===== src/rtl/seg_scan_ctrl.sv =====
// seg_scan_ctrl: 4-digit multiplexed 7-segment scan controller.
// Prescaled digit scan, per-slot blanking, leading-zero blanking, framed value swap.
module seg_scan_ctrl #(
  parameter int DIV   = 50000,
  parameter int BLANK = 16
) (
  input  logic        clk,
  input  logic        rst,
  input  logic        en,
  input  logic        lz_en,
  input  logic [15:0] in_data,
  input  logic        in_valid,
  output logic        in_ready,
  output logic [6:0]  seg,
  output logic [3:0]  dig,
  output logic        frame_done
);

  localparam int CW = (DIV > 1) ? $clog2(DIV) : 1;
  localparam logic [CW-1:0] C_LAST  = CW'(DIV - 1);
  localparam logic [CW-1:0] C_BLANK = CW'(BLANK);

  logic [CW-1:0] r_cnt;
  logic [1:0]    r_idx;
  logic [15:0]   r_disp;
  logic [15:0]   r_pend;
  logic          r_pend_full;
  logic          r_frame_done;
  logic [6:0]    r_seg;
  logic [3:0]    r_dig;

  logic          w_tick;
  logic          w_last;
  logic          w_accept;
  logic          w_swap;
  logic          w_lit;
  logic          w_sup;
  logic [3:0]    w_nib;
  logic [3:0]    w_onehot;
  logic [6:0]    w_enc;

  assign w_tick   = en && (r_cnt == C_LAST);
  assign w_last   = w_tick && (r_idx == 2'd3);
  assign w_accept = in_valid && !r_pend_full;
  assign w_swap   = w_last && r_pend_full;
  assign w_lit    = en && (r_cnt >= C_BLANK);

  assign in_ready   = !r_pend_full;
  assign seg        = r_seg;
  assign dig        = r_dig;
  assign frame_done = r_frame_done;

  // Select the nibble, digit enable and suppression for the current slot
  always_comb begin
    w_nib    = r_disp[3:0];
    w_onehot = 4'b0001;
    w_sup    = 1'b0;
    unique case (r_idx)
      2'd0: begin
        w_nib    = r_disp[3:0];
        w_onehot = 4'b0001;
        w_sup    = 1'b0;
      end
      2'd1: begin
        w_nib    = r_disp[7:4];
        w_onehot = 4'b0010;
        w_sup    = lz_en && (r_disp[15:4] == 12'h000);
      end
      2'd2: begin
        w_nib    = r_disp[11:8];
        w_onehot = 4'b0100;
        w_sup    = lz_en && (r_disp[15:8] == 8'h00);
      end
      2'd3: begin
        w_nib    = r_disp[15:12];
        w_onehot = 4'b1000;
        w_sup    = lz_en && (r_disp[15:12] == 4'h0);
      end
    endcase
  end

  // Hex to segment pattern, {g,f,e,d,c,b,a}
  always_comb begin
    w_enc = 7'h00;
    unique case (w_nib)
      4'h0: w_enc = 7'h3F;
      4'h1: w_enc = 7'h06;
      4'h2: w_enc = 7'h5B;
      4'h3: w_enc = 7'h4F;
      4'h4: w_enc = 7'h66;
      4'h5: w_enc = 7'h6D;
      4'h6: w_enc = 7'h7D;
      4'h7: w_enc = 7'h07;
      4'h8: w_enc = 7'h7F;
      4'h9: w_enc = 7'h6F;
      4'hA: w_enc = 7'h77;
      4'hB: w_enc = 7'h7C;
      4'hC: w_enc = 7'h39;
      4'hD: w_enc = 7'h5E;
      4'hE: w_enc = 7'h79;
      4'hF: w_enc = 7'h71;
    endcase
  end

  // Slot prescaler and digit index; disable parks at slot 0 start
  always_ff @(posedge clk or posedge rst) begin
    if (rst) begin
      r_cnt <= '0;
      r_idx <= 2'd0;
    end else if (!en) begin
      r_cnt <= '0;
      r_idx <= 2'd0;
    end else if (w_tick) begin
      r_cnt <= '0;
      r_idx <= r_idx + 2'd1;
    end else begin
      r_cnt <= r_cnt + 1'b1;
    end
  end

  // Pending buffer fills on handshake, drains into display at frame end
  always_ff @(posedge clk or posedge rst) begin
    if (rst) begin
      r_pend      <= 16'h0000;
      r_pend_full <= 1'b0;
      r_disp      <= 16'h0000;
    end else begin
      if (w_accept) begin
        r_pend      <= in_data;
        r_pend_full <= 1'b1;
      end
      if (w_swap) begin
        r_disp      <= r_pend;
        r_pend_full <= 1'b0;
      end
    end
  end

  // Registered digit/segment drive and frame pulse
  always_ff @(posedge clk or posedge rst) begin
    if (rst) begin
      r_dig        <= 4'b0000;
      r_seg        <= 7'h00;
      r_frame_done <= 1'b0;
    end else begin
      r_frame_done <= w_last;
      r_dig        <= w_lit ? w_onehot : 4'b0000;
      r_seg        <= (w_lit && !w_sup) ? w_enc : 7'h00;
    end
  end

endmodule


===== config.mk =====
export PLATFORM = sky130hd
export DESIGN_NAME = seg_scan_ctrl
export DESIGN_NICKNAME = d
export VERILOG_FILES = /design/src/rtl/seg_scan_ctrl.sv
export SDC_FILE = /design/constraint.sdc
export NUM_CORES = 1
export LEC_CHECK = 0
export BUFFER_PORTS_ARGS = -buffer_cell sky130_fd_sc_hd__buf_2
export CAP_MARGIN = 40
export CORE_MARGIN = 5
export CORE_UTILIZATION = 35
export CTS_CLUSTER_DIAMETER = 150
export DETAILED_ROUTE_END_ITERATION = 8
export GPL_TIMING_DRIVEN = 0
export PLACE_DENSITY = 0.48
export SETUP_SLACK_MARGIN = 0.15
export SLEW_MARGIN = 0
export SYNTH_ARGS = -nofsm -noshare
export SYNTH_HDL_FRONTEND = slang
export SYNTH_SLANG_ARGS = --single-unit

===== constraint.sdc =====
create_clock -name clk -period 2.75 [get_ports clk]
set_clock_uncertainty 0.2 [all_clocks]
set_input_delay 0.825 -clock clk [delete_from_list [all_inputs] [get_ports clk]]
set_output_delay 0.825 -clock clk [all_outputs]
set_load 0.05 [all_outputs]

== Word-level counts from Yosys, hierarchy flattened ==
Memories as Yosys holds them, arrays and structs flattened.
Cells that the tools add are included.
Cells by class
  equal/unequal tests: 5
  add/subtract/negate cells: 2
  reductions and logical operators: 16
  order comparisons: 1
  muxes and demuxes: 11
Operators by type and width (number)
  16-bit 2-to-1 mux: 2
  4-bit one-hot mux with 4 select lines: 2
  16-bit by 1-bit adder with 16-bit output (second input constant): 1
  16-bit equality test (second input constant): 1
  16-bit by 5-bit >= comparator with 1-bit output (second input constant): 1
  12-bit zero test: 1
  1-bit logical AND: 9
  8-bit zero test: 1
  7-bit 2-to-1 mux: 1
  2-bit equality test (second input constant): 2
  4-bit zero test: 1
  2-bit 2-to-1 mux: 2
  4-bit 2-to-1 mux: 1
  1-bit one-hot mux with 4 select lines: 1
  2-bit by 1-bit adder with 2-bit output (second input constant): 1
  2-bit by 1-bit equality test with 1-bit output (second input constant): 1
  1-bit zero test: 2
  2-bit zero test: 1
  1-bit 2-to-1 mux: 2
  2-bit by 1-bit inequality test with 1-bit output (second input constant): 1
  2-bit nonzero test: 1
Word-level totals
  memories: 1
  bits in registers: 63
  word-level logic and storage cells: 44
  memory bits (read-only): 112
Memory list
  (name not given): words 16, bits a word 7, rd ports 1, clocked after memory_dff 0, write ports 0, line 85  | unique case (w_nib)

== Logic depth before layout (Yosys ltp) ==
Gate-level depths: netlist (run 1).
  depth in word-level cells: 6
  mapped depth: 9

== Worst setup path before layout (run 1) ==
No wires, ideal clock.
  kind: reg2reg
  start point: reg r_idx[0]
  end point: reg r_seg[0] (netlist: seg[0])
  path buffers: 1
  setup slack: 379 ps
  arrival: 2072 ps
  clock period less this slack: 2371 ps
  cell stages (with the launch flop): 10
  path through: dfrtp_1 inv_1 ha_1 clkbuf_1 mux2i_1 inv_1 ha_1 inv_1 o21ai_0 a311oi_1
Between the ends
  cells in the longest elaborated chain, start to end: 5
RTL lines
  from (decl): line 24  | logic [1:0] r_idx;
  from (signal assigned): line 115  | r_idx <= r_idx + 2'd1;
  parallel branches: the longest is 4 deep, another holds memory read 16 x 7 bit
  7-bit 2-to-1 mux *: line 148  | r_seg <= (w_lit && !w_sup) ? w_enc : 7'h00;
  to (signal assigned): line 148
  to (decl): line 29  | logic [6:0] r_seg;
Every way passes the cells marked *.
A chain may end at the register's enable or synchronous reset.

== Worst setup path in the final report (run 1) ==
  start point: reg r_idx[0]
  end point: reg r_seg[5] (netlist: seg[5])
The elaborated chain is that of the path after synthesis.

==> metrics.md, run 1 <==
| Metric | Value |
|---|---|
| Final period utilization | 0.907 |
| Routed Antenna Nets | 0 |
| Placed cell area | roughly 3300 um2 |
| Clk buf depth | 2 |
| RSZ-0062 raised after global routing | false |
| Number of distinct library cells after synthesis | 38 |
| Initial drt markers | 63 |
| Leak | roughly 1.7 nW |
| Crit start category | flip-flop |
| Netlist Area Pre-Place | 2990 um2 |
| Flops & latches, synth | 63 |
| Min-Delay Path Class | flip-flop to flip-flop |
| Setup WS pre-CTS | -0.0768 ns |
| WL per Instance | roughly 14 um |
| Crit path DAT | 2.51 ns |
| Critical Path Most Common Cell | ha_1 |
| Initial Util | 0.362 |
| Remaining DRCs | 0 |
| Initial antenna violation count | 0 |
| H-tree level count | 3 |
| Fin cells | between 400 and 500 |
| Leading cell type in the layout, fill and taps excluded | dfrtp_1 |
| Root Driver | clkbuf_8 |
| Vias per inst | around 4.8 |
| CTS sink count | 63 |
| Reg-to-reg endpoint | seg[5]$_DFF_PP0_ |
| Die Area | approximately 10,000 um2 |
| Antenna Cells | 0 |
| Vias | roughly 2,000 |
| Hold depth | 1 |
| Routability cong. | between 0.7 and 0.8 |
| Most frequent cells in the layout | 63 x dfrtp_1, 33 x buf_2, 27 x nor2_1 |
| RR Startpoint | r_idx[0]$_DFFE_PP0P_ |
| Reg2Reg Setup Slack | ~0.26 ns |
| CP max-delay cell | a222oi_1 |
| Fmax | 401 MHz |
| Slowest stage delay, CP | about 0.53 ns |
| PwrDens | 529 nW/um2 |
| Dpl hpwl | roughly 4200 um |
| Post-Syn Nets | between 200 and 300 |
| Final WL | 5810 um |
| Die height | between 100 and 150 um |
| Mapped Cells | 250 |
| Num CTS Buffers | 9 |
| Clock latency at the later pin of the worst-skew pair | 0.33 ns |
| Mean Syn Cell Area | between 10 and 15 um2 |
| Worst Slack Setup Final | about 0.26 ns |
| Number of global-route vias before repair | between 1,500 and 2,000 |
| Min-Delay Startpoint | r_cnt[0]$_DFF_PP0_ |
| Critical Path Sink Type | flip-flop |
| Layout Nets | 330 |
| Worst-path clk slew | approximately 0.070 ns |
| Worst Hold End | r_cnt[0]$_DFF_PP0_ |
| Proportion of layout cells with a drive suffix above 1 | 0.325 |
| IO Port Bufs | 33 |
| CTS tree | built |
| Total power | around 1.9 mW |
| First-pass GRT wire length | between 9000 and 10,000 um |
| Status | finished, final reports clean |
| Register area share after synthesis | 0.528 |
| Period minus WS final | between 2 and 2.5 ns |
| Crit Path Class | flip-flop to flip-flop |
| R2R depth | 8 |
| # IOs | 34 |
| Worst-margin pin slew | 0.614 ns |
| CTS Hold Bufs | 0 |
| Overall routing resource usage | 0.124 |
| CP required | around 2.8 ns |
| Area grow syn2layout | 18.9% |
| Final setup viols | 0 |
| Total gr overflow | 0 |
| FP Rows | 33 |
| Critical path cell sequence | ha_1 > clkbuf_2 > a222oi_1 > mux2i_4 > inv_2 > ha_1 > inv_1 > a221oi_1 |
| Largest net degree at the start of global routing | 37 |
| Core area | around 8300 um2 |
| Drt first pass iters | 5 |
| Max VDD drop | 358 uV |
| Crit Path Max Fanout | 8 |
| Slew headroom | 0.590 |
| Post-placement cell count | between 300 and 400 |
| Max Cap Viol | 0 |
| Endpoints failing hold | 0 |
| Die W | a little over 100 um |
| Final Slew Violations | 0 |
| Design Area, Final | roughly 3500 um2 |
| Synthesis Warnings | 0 |
==> worst max path at each step <==
stage | from | end | slack, ns
after floorplan | rst | dig[0]$_DFF_PP0_ | 0.16
after global placement | rst | r_pend[9]$_DFFE_PP0P_ | -0.72
after detailed placement | r_idx[0]$_DFFE_PP0P_ | seg[0]$_DFF_PP0_ | -0.08
after CTS | r_idx[0]$_DFFE_PP0P_ | seg[0]$_DFF_PP0_ | 0.16
after global routing | r_idx[0]$_DFFE_PP0P_ | seg[5]$_DFF_PP0_ | 0.17
final | r_idx[0]$_DFFE_PP0P_ | seg[5]$_DFF_PP0_ | 0.26
==> timing repair <==
action | CTS | global route
setup endpoints to repair | 5 | 7
setup buffers | 0 | 2
gates resized for setup | 3 | 8
pin swaps | 1 | 3
gates cloned | 0 | 0
==> state kept, by name, summed over array words and instances, names as in the netlist <==
register and flops:
dig 4, frame_done 1, r_cnt 16, r_disp 16, r_idx 2, r_pend 16
r_pend_full 1, seg 7
==> critical path: cells and delay by family (launching register included) <==
family          cells  cell delay (ns)
mux                 1             0.20
buf+inv             3             0.37
compound gates      2             0.83
flops               1             0.41
fa+ha+maj           2             0.38
==> synth_stat cells <==
master,instances,share of area
a211oi_1,3,0.0075
a21oi_1,4,0.0067
a221oi_1,1,0.0029
a222oi_1,4,0.013
a311oi_1,2,0.0059
and2_1,5,0.010
and3_1,5,0.010
buf_4,1,0.0025
buf_6,1,0.0038
clkbuf_1,5,0.0063
dfrtp_1,63,0.53
ha_1,12,0.050
inv_1,14,0.018
mux2_2,25,0.094
mux2_4,9,0.045
mux2i_1,4,0.013
nand2_1,16,0.020
nand2_2,1,0.0021
nand2b_1,2,0.0042
nand3_1,6,0.010
nand3b_1,1,0.0025
nand4_1,3,0.0063
nand4_4,1,0.0071
nor2_1,27,0.034
nor2b_1,2,0.0042
nor3_1,3,0.0050
nor4_1,3,0.0063
nor4_2,1,0.0042
nor4_4,1,0.0071
o21a_1,1,0.0025
o21ai_0,2,0.0034
o21ai_1,1,0.0017
o31a_1,1,0.0029
o31ai_1,1,0.0025
o41ai_1,1,0.0029
or4_1,2,0.0050
xnor2_1,10,0.029
xor2_1,6,0.018
==> area by class of cell <==
type                       count  area, um2
multi-input combinational    166       1340
tap                          105        131
sequential                    63       1580
inverter                      14       52.6
fill                         821       4710
clock inverter                 3       40.0
timing repair buffer          36        200
clock buffer                  13        169
buffer                         7       41.3
==> per-stage QoR <==
step,hold slack [ns],TNS [ns],util
2_1_floorplan,0.244,0,-
3_3_place_gp,0.266,-45.37,0.397
3_5_place_dp,0.276,-0.0768,0.400
4_1_cts,0.285,0,0.427
5_1_grt,0.304,0,0.430
6_report,0.281,0,0.430
==> report_power, final <==
group	switching (mW)	internal (mW)	total (mW)
clock network	0.339	0.490	0.829
logic	0.0363	0.0382	0.0745
registers	0.0167	0.958	0.974
==> layer usage <==
layer  wire [um]  track usage  up-vias
met5           0            0        -
met1        2760        0.164      952
met2        2740        0.190       36
met3         241       0.0403        8
li1            -            -      962
met4          79       0.0424        0
==> cell families after synthesis <==
family | count (synthesis) | share of synthesized area
xor+xnor | 16 | 0.0469
fa+ha+maj | 12 | 0.0503
flops | 63 | 0.528
simple gates | 79 | 0.139
buf+inv | 21 | 0.0302
mux | 38 | 0.153
compound gates | 21 | 0.0524
Note: power is estimated with default switching activity, not from simulation.
==> run 2: changes to the inputs <==
--- a/config.mk
+++ b/config.mk
@@ -13,8 +13,10 @@
 export DETAILED_ROUTE_END_ITERATION = 8
 export GPL_TIMING_DRIVEN = 0
 export PLACE_DENSITY = 0.48
+export RECOVER_POWER = 50
 export SETUP_SLACK_MARGIN = 0.15
 export SLEW_MARGIN = 0
 export SYNTH_ARGS = -nofsm -noshare
 export SYNTH_HDL_FRONTEND = slang
 export SYNTH_SLANG_ARGS = --single-unit
+export TNS_END_PERCENT = 50
==> constraint.sdc (replaced) <==
create_clock -name clk -period 3.18 [get_ports clk]
set_clock_uncertainty 0.2 [all_clocks]
set_input_delay 0.954 -clock clk [delete_from_list [all_inputs] [get_ports clk]]
set_output_delay 0.954 -clock clk [all_outputs]
set_load 0.05 [all_outputs]
==> metrics.md, run 2 (synthesis results as in run 1) <==
| Metric | Value |
|---|---|
| Status | finished, final reports clean |
| Routability cong. | 0.732 (unchanged) |
| PwrDens | 464 nW/um2 (-12%) |
| Proportion of layout cells with a drive suffix above 1 | 0.293 (-0.0312) |
| CTS tree | built |
| Die height | 102 um (unchanged) |
| Fin cells | 405 (-0.49%) |
| # IOs | 34 (unchanged) |
| GRT met1 Usage | 0.164 (about the same) |
| Crit Path Class | flip-flop to flip-flop |
| Fmax | 375 MHz (-6.4%) |
| Placed cell area | 3300 um2 (unchanged) |
| Max VDD drop | 309 uV (-14%) |
| Initial Util | 0.362 (unchanged) |
| Die W | 102 um (unchanged) |
| WL per Instance | 14.4 um (+0.48%) |
| Final WL | 5810 um (about the same) |
| Final design utilization | 0.423 (-0.00697) |
| Worst-margin pin slew | 1.05 ns (+0.438 ns) |
| First-pass GRT wire length | 9940 um (unchanged) |
| Crit path DAT | 2.70 ns (+0.19 ns) |
| Period minus WS final | 2.67 ns (+0.171 ns) |
| Slew headroom | 0.298 (-0.292) |
| Remaining DRCs | 0 (unchanged) |
| IO Port Bufs | 33 (unchanged) |
| Design Area, Final | 3490 um2 (-1.6%) |
| Antenna Cells | 0 (unchanged) |
| Num CTS Buffers | 9 (unchanged) |
| CP required | 3.21 ns (+0.44 ns) |
| Core area | 8260 um2 (unchanged) |
| Fillers | 833 (+1.5%) |
| Most frequent cells in the layout | 63 x dfrtp_1, 32 x buf_2, 27 x nor2_1 |
| Largest net degree at the start of global routing | 37 (unchanged) |
| Vias | 1,949 (-0.46%) |
| Most Used Layer, Global Route | met2 |
| Final setup viols | 0 (unchanged) |
| FP Rows | 33 (unchanged) |
| Total power | 1.62 mW (-14%) |
| Layout Nets | 328 (-0.61%) |
| Overall routing resource usage | 0.124 (about the same) |
| RSZ-0062 raised after global routing | false |
| H-tree level count | 3 (unchanged) |
| Number of global-route vias before repair | 1,985 (unchanged) |
| Endpoints failing hold | 0 (unchanged) |
| Clock latency at the later pin of the worst-skew pair | 0.33 ns (about the same) |
| Final period utilization | 0.838 (-0.0688) |
| CTS sink count | 63 (unchanged) |
| Post-placement cell count | 389 (unchanged) |
| Max Cap Viol | 0 (unchanged) |
| Leak | 1.69 nW (-2.1%) |
| Root Driver | clkbuf_8 |
| Met3 Track Usage GR | 0.0403 (unchanged) |
| Setup Buffers After CTS | 0 (unchanged) |
| Min-Delay Path Class | flip-flop to flip-flop |
| Final Slew Violations | 0 (unchanged) |
| Initial antenna violation count | 0 (unchanged) |
| Drt first pass iters | 4 (-1) |
| Crit start category | flip-flop |
| Crit Path Max Fanout | 7 (-1) |
| Dpl hpwl | 4220 um (unchanged) |
| Leading cell type in the layout, fill and taps excluded | dfrtp_1 |
| Worst-path clk slew | 0.07 ns (about the same) |
| Sum Neg Setup Slack | 0 ns (unchanged) |
| Routed Antenna Nets | 0 (unchanged) |
| Top flop regs | r_cnt x16, r_disp x16, r_pend x16 |
| Critical Path Sink Type | flip-flop |
| Total gr overflow | 0 (unchanged) |
| Die Area | 10,500 um2 (unchanged) |
| Vias per inst | 4.81 (about the same) |
| GR Layer Usage met2 | 0.190 (unchanged) |
| Initial drt markers | 78 (+24%) |
| Area grow syn2layout | 17.0% |
| Clk buf depth | 2 (unchanged) |
## run 2: cell count changes in the layout (fill, tap and decap cells not counted), sizes merged
cell / previous run / this run
buf: 38 / 34
clkbuf: 18 / 20
## run 2: what timing repair did
item,in CTS,in global routing
gates resized for setup,0,1
hold endpoints to repair,0,0
hold buffers,0,0
endpoints found under the setup margin,0,1
## run 2: cell type report
type | instances | area [um2] | share of cell area
well taps | 105 | 131 | 0.0376
flip-flops and latches | 63 | 1580 | 0.451
repair buffers | 34 | 169 | 0.0484
clock buffers | 13 | 169 | 0.0484
multi-input cells | 166 | 1320 | 0.377
plain buffers | 7 | 37.5 | 0.0107
inverters | 14 | 52.6 | 0.0150
clock inverters | 3 | 40.0 | 0.0115
## run 2: power breakdown
part           total (mW)  switching, mW  internal, mW
Clock               0.718          0.294         0.424
Sequential          0.843         0.0144         0.828
Combinational      0.0617         0.0310        0.0307
## run 2: worst paths after layout
| kind | from | end | slack (ns) | cells after the start |
|---|---|---|---|---|
| max | r_idx[0]$_DFFE_PP0P_ | seg[0]$_DFF_PP0_ | 0.51 | 9 |
| min | r_cnt[0]$_DFF_PP0_ | r_cnt[0]$_DFF_PP0_ | 0.28 | 1 |
| max reg2reg | r_idx[0]$_DFFE_PP0P_ | seg[0]$_DFF_PP0_ | 0.51 | 9 |
| min reg2reg | r_cnt[0]$_DFF_PP0_ | r_cnt[0]$_DFF_PP0_ | 0.28 | 1 |
| max in group asynchronous | rst | r_disp[4]$_DFFE_PP0P_ | 0.65 | 3 |
| min in group asynchronous | rst | seg[0]$_DFF_PP0_ | 0.67 | 2 |
## run 2: layer usage
metal / up-vias / share of wire
met2: 41 / 0.47
met4: 0 / 0.0088
met3: 5 / 0.043
li1: 956 / -
met5: - / 0
met1: 947 / 0.47
## run 2: through the flow
step	hold WS (ns)	worst slack (ns)
CTS	0.285	0.349
global route	0.304	0.201
detailed placement	0.276	0.353
global placement	0.266	-0.422
floorplan	0.244	0.456
finish	0.281	0.514
## run 2: critical path, cell delays in order (launching register included)
cell	delay [ns]
dfrtp_1	0.41
inv_1	0.15
ha_1	0.16
clkbuf_1	0.29
mux2i_2	0.50
inv_1	0.21
ha_1	0.25
inv_1	0.07
o21ai_0	0.09
a311oi_1	0.24
==> run 3: changes to the inputs <==
==> constraint.sdc (replaced) <==
create_clock -name clk -period 2.6 [get_ports clk]
set_clock_uncertainty 0.2 [all_clocks]
set_input_delay 0.78 -clock clk [delete_from_list [all_inputs] [get_ports clk]]
set_output_delay 0.78 -clock clk [all_outputs]
set_load 0.05 [all_outputs]
==> metrics.md, run 3 (synthesis results as in run 1) <==
| Metric | Value |
|---|---|
| Status | finished, violations left |
| Violated checks | capacitance limit, slew limit |
| CTS sink count | 63 (unchanged) |
| Max VDD drop | 328 uV (+6.0%) |
| Met3 Track Usage GR | 0.0348 (-0.00546) |
| GR Layer Usage met2 | 0.192 (+0.00250) |
| Routed Antenna Nets | 0 (unchanged) |
| Worst Slack Setup Final | 0.200 ns (-0.314 ns) |
| Die height | 102 um (unchanged) |
| Drt first pass iters | 7 (+3) |
| CTS tree | built |
| Crit path depth | 9 (unchanged) |
| H-tree level count | 3 (unchanged) |
| Post-placement cell count | 389 (unchanged) |
| Period minus WS final | 2.40 ns (-0.266 ns) |
| Worst-path clk slew | 0.08 ns (about the same) |
| CTS Hold Bufs | 0 (unchanged) |
| FP Rows | 33 (unchanged) |
| Crit Path Class | flip-flop to flip-flop |
| Number of global-route vias before repair | 2,019 (+1.7%) |
| WL per Instance | 14.7 um (+2.3%) |
| Setup WS pre-CTS | -0.190 ns (-0.543 ns) |
| Worst-margin pin slew | 1.57 ns (+0.518 ns) |
| Total gr overflow | 0 (unchanged) |
| Vias per inst | 4.97 (+3.3%) |
| Min-Delay Path Class | flip-flop to flip-flop |
| Area grow syn2layout | 23.6% |
| Slowest stage delay, CP | 0.47 ns (-0.03 ns) |
| Crit start category | flip-flop |
| Top flop regs | r_cnt x16, r_disp x16, r_pend x16 |
| Vias | 2,067 (+6.1%) |
| CP max-delay cell | a222oi_1 |
| Final period utilization | 0.923 (+0.0848) |
| CP Buf/Inv Count | 3 (-1) |
| Clk buf depth | 2 (unchanged) |
| Root Driver | clkbuf_8 |
| Antenna Cells | 0 (unchanged) |
| IO Port Bufs | 33 (unchanged) |
| RSZ-0062 raised after global routing | true |
| Final Slew Violations | 37 (+37) |
| Dpl hpwl | 4320 um (+2.4%) |
| Num CTS Buffers | 9 (unchanged) |
| Fillers | 823 (-1.2%) |
| Endpoints failing hold | 0 (unchanged) |
| Clock latency at the later pin of the worst-skew pair | 0.33 ns (about the same) |
| GRT met1 Usage | 0.167 (+0.00314) |
| Proportion of layout cells with a drive suffix above 1 | 0.386 (+0.0925) |
| Core area | 8260 um2 (unchanged) |
| Routability cong. | 0.751 (+2.6%) |
| First-pass GRT wire length | 10,100 um (+1.4%) |
| Critical path cell sequence | ha_2 > buf_6 > a222oi_1 > mux2i_4 > inv_2 > ha_2 > inv_1 > o21ai_1 > a311oi_1 |
| Most Used Layer, Global Route | met2 |
| Crit path max-delay family | compound AO/OA/AOI/OAI gates |
| R2R depth | 9 (unchanged) |
| Overall routing resource usage | 0.126 (+0.00225) |
| Most frequent cells in the layout | 63 x dfrtp_1, 33 x buf_2, 27 x nor2_1 |
| Initial Util | 0.362 (unchanged) |
| Design Area, Final | 3690 um2 (+5.6%) |
| Final setup viols | 0 (unchanged) |
| Die W | 102 um (unchanged) |
| Hold WS | 0.286 ns (+0.00561 ns) |
| Initial antenna violation count | 0 (unchanged) |
| Initial drt markers | 70 (-10%) |
| Placed cell area | 3310 um2 (+0.11%) |
| Leak | 1.76 nW (+4.1%) |
| # IOs | 34 (unchanged) |
| Crit path DAT | 2.38 ns (-0.32 ns) |
| Critical Path Sink Type | flip-flop |
| Layout Nets | 339 (+3.4%) |
| CP required | 2.58 ns (-0.63 ns) |
| Max Cap Viol | 1 (+1) |
| Largest net degree at the start of global routing | 37 (unchanged) |
| Fmax | 417 MHz (+11%) |
| Slew headroom | -0.0526 (-0.350) |
| Hold depth | 1 (unchanged) |
| Fin cells | 416 (+2.7%) |
| Remaining DRCs | 0 (unchanged) |
| PwrDens | 556 nW/um2 (+20%) |
| Reg2Reg Setup Slack | 0.20 ns (-0.31 ns) |
| Crit Path Max Fanout | 8 (+1) |
| Die Area | 10,500 um2 (unchanged) |
| Leading cell type in the layout, fill and taps excluded | dfrtp_1 |
| Critical Path Most Common Cell | ha_2 |
| Final WL | 6110 um (+5.1%) |
[run 3: cell types whose count changed in the layout (fill, tap and decap cells not counted), sizes merged]
cell      before  now
clkbuf        20   16
buf           34   47
inv           14   13
clkinvlp       0    2
bufinv         1    2
[run 3: final timing paths]
kind / startpoint / to
max: r_idx[1]$_DFFE_PP0P_ / seg[0]$_DFF_PP0_
min: r_cnt[0]$_DFF_PP0_ / r_cnt[0]$_DFF_PP0_
max reg2reg: r_idx[1]$_DFFE_PP0P_ / seg[0]$_DFF_PP0_
min reg2reg: r_cnt[0]$_DFF_PP0_ / r_cnt[0]$_DFF_PP0_
max in group asynchronous: rst / r_pend[12]$_DFFE_PP0P_
min in group asynchronous: rst / seg[2]$_DFF_PP0_
[run 3: per-stage QoR]
| step | utilization | total power [mW] | TNS [ns] |
|---|---|---|---|
| global route | 0.447 | 2.14 | 0 |
| detailed placement | 0.400 | 1.13 | -0.429 |
| finish | 0.447 | 2.05 | 0 |
| floorplan | - | 1.09 | 0 |
| CTS | 0.432 | 2.09 | 0 |
| global placement | 0.398 | 1.13 | -0.335 |
[run 3: power by group]
group	total, mW	switching, mW	internal [mW]
registers	1.03	0.0176	1.01
clock network	0.943	0.377	0.566
logic	0.0758	0.0378	0.0380
[run 3: metal layers]
| metal | up-vias | routed length, um |
|---|---|---|
| met3 | 12 | 300 |
| met5 | - | 0 |
| met4 | 0 | 108 |
| met2 | 50 | 2940 |
| li1 | 988 | - |
| met1 | 1017 | 2760 |
[run 3: cell type report]
| cell class | instances | area, um2 | area share |
|---|---|---|---|
| clock buffers | 11 | 141 | 0.0383 |
| multi-input cells | 166 | 1400 | 0.378 |
| clock inverters | 5 | 81.3 | 0.0220 |
| flip-flops and latches | 63 | 1580 | 0.427 |
| plain buffers | 7 | 47.5 | 0.0129 |
| repair buffers | 45 | 262 | 0.0709 |
| inverters | 14 | 53.8 | 0.0146 |
| well taps | 105 | 131 | 0.0356 |
[run 3: timing repair]
item	CTS	global route
setup buffers	2	9
pin swaps	1	8
resized for setup	7	24
setup endpoints to repair	7	26
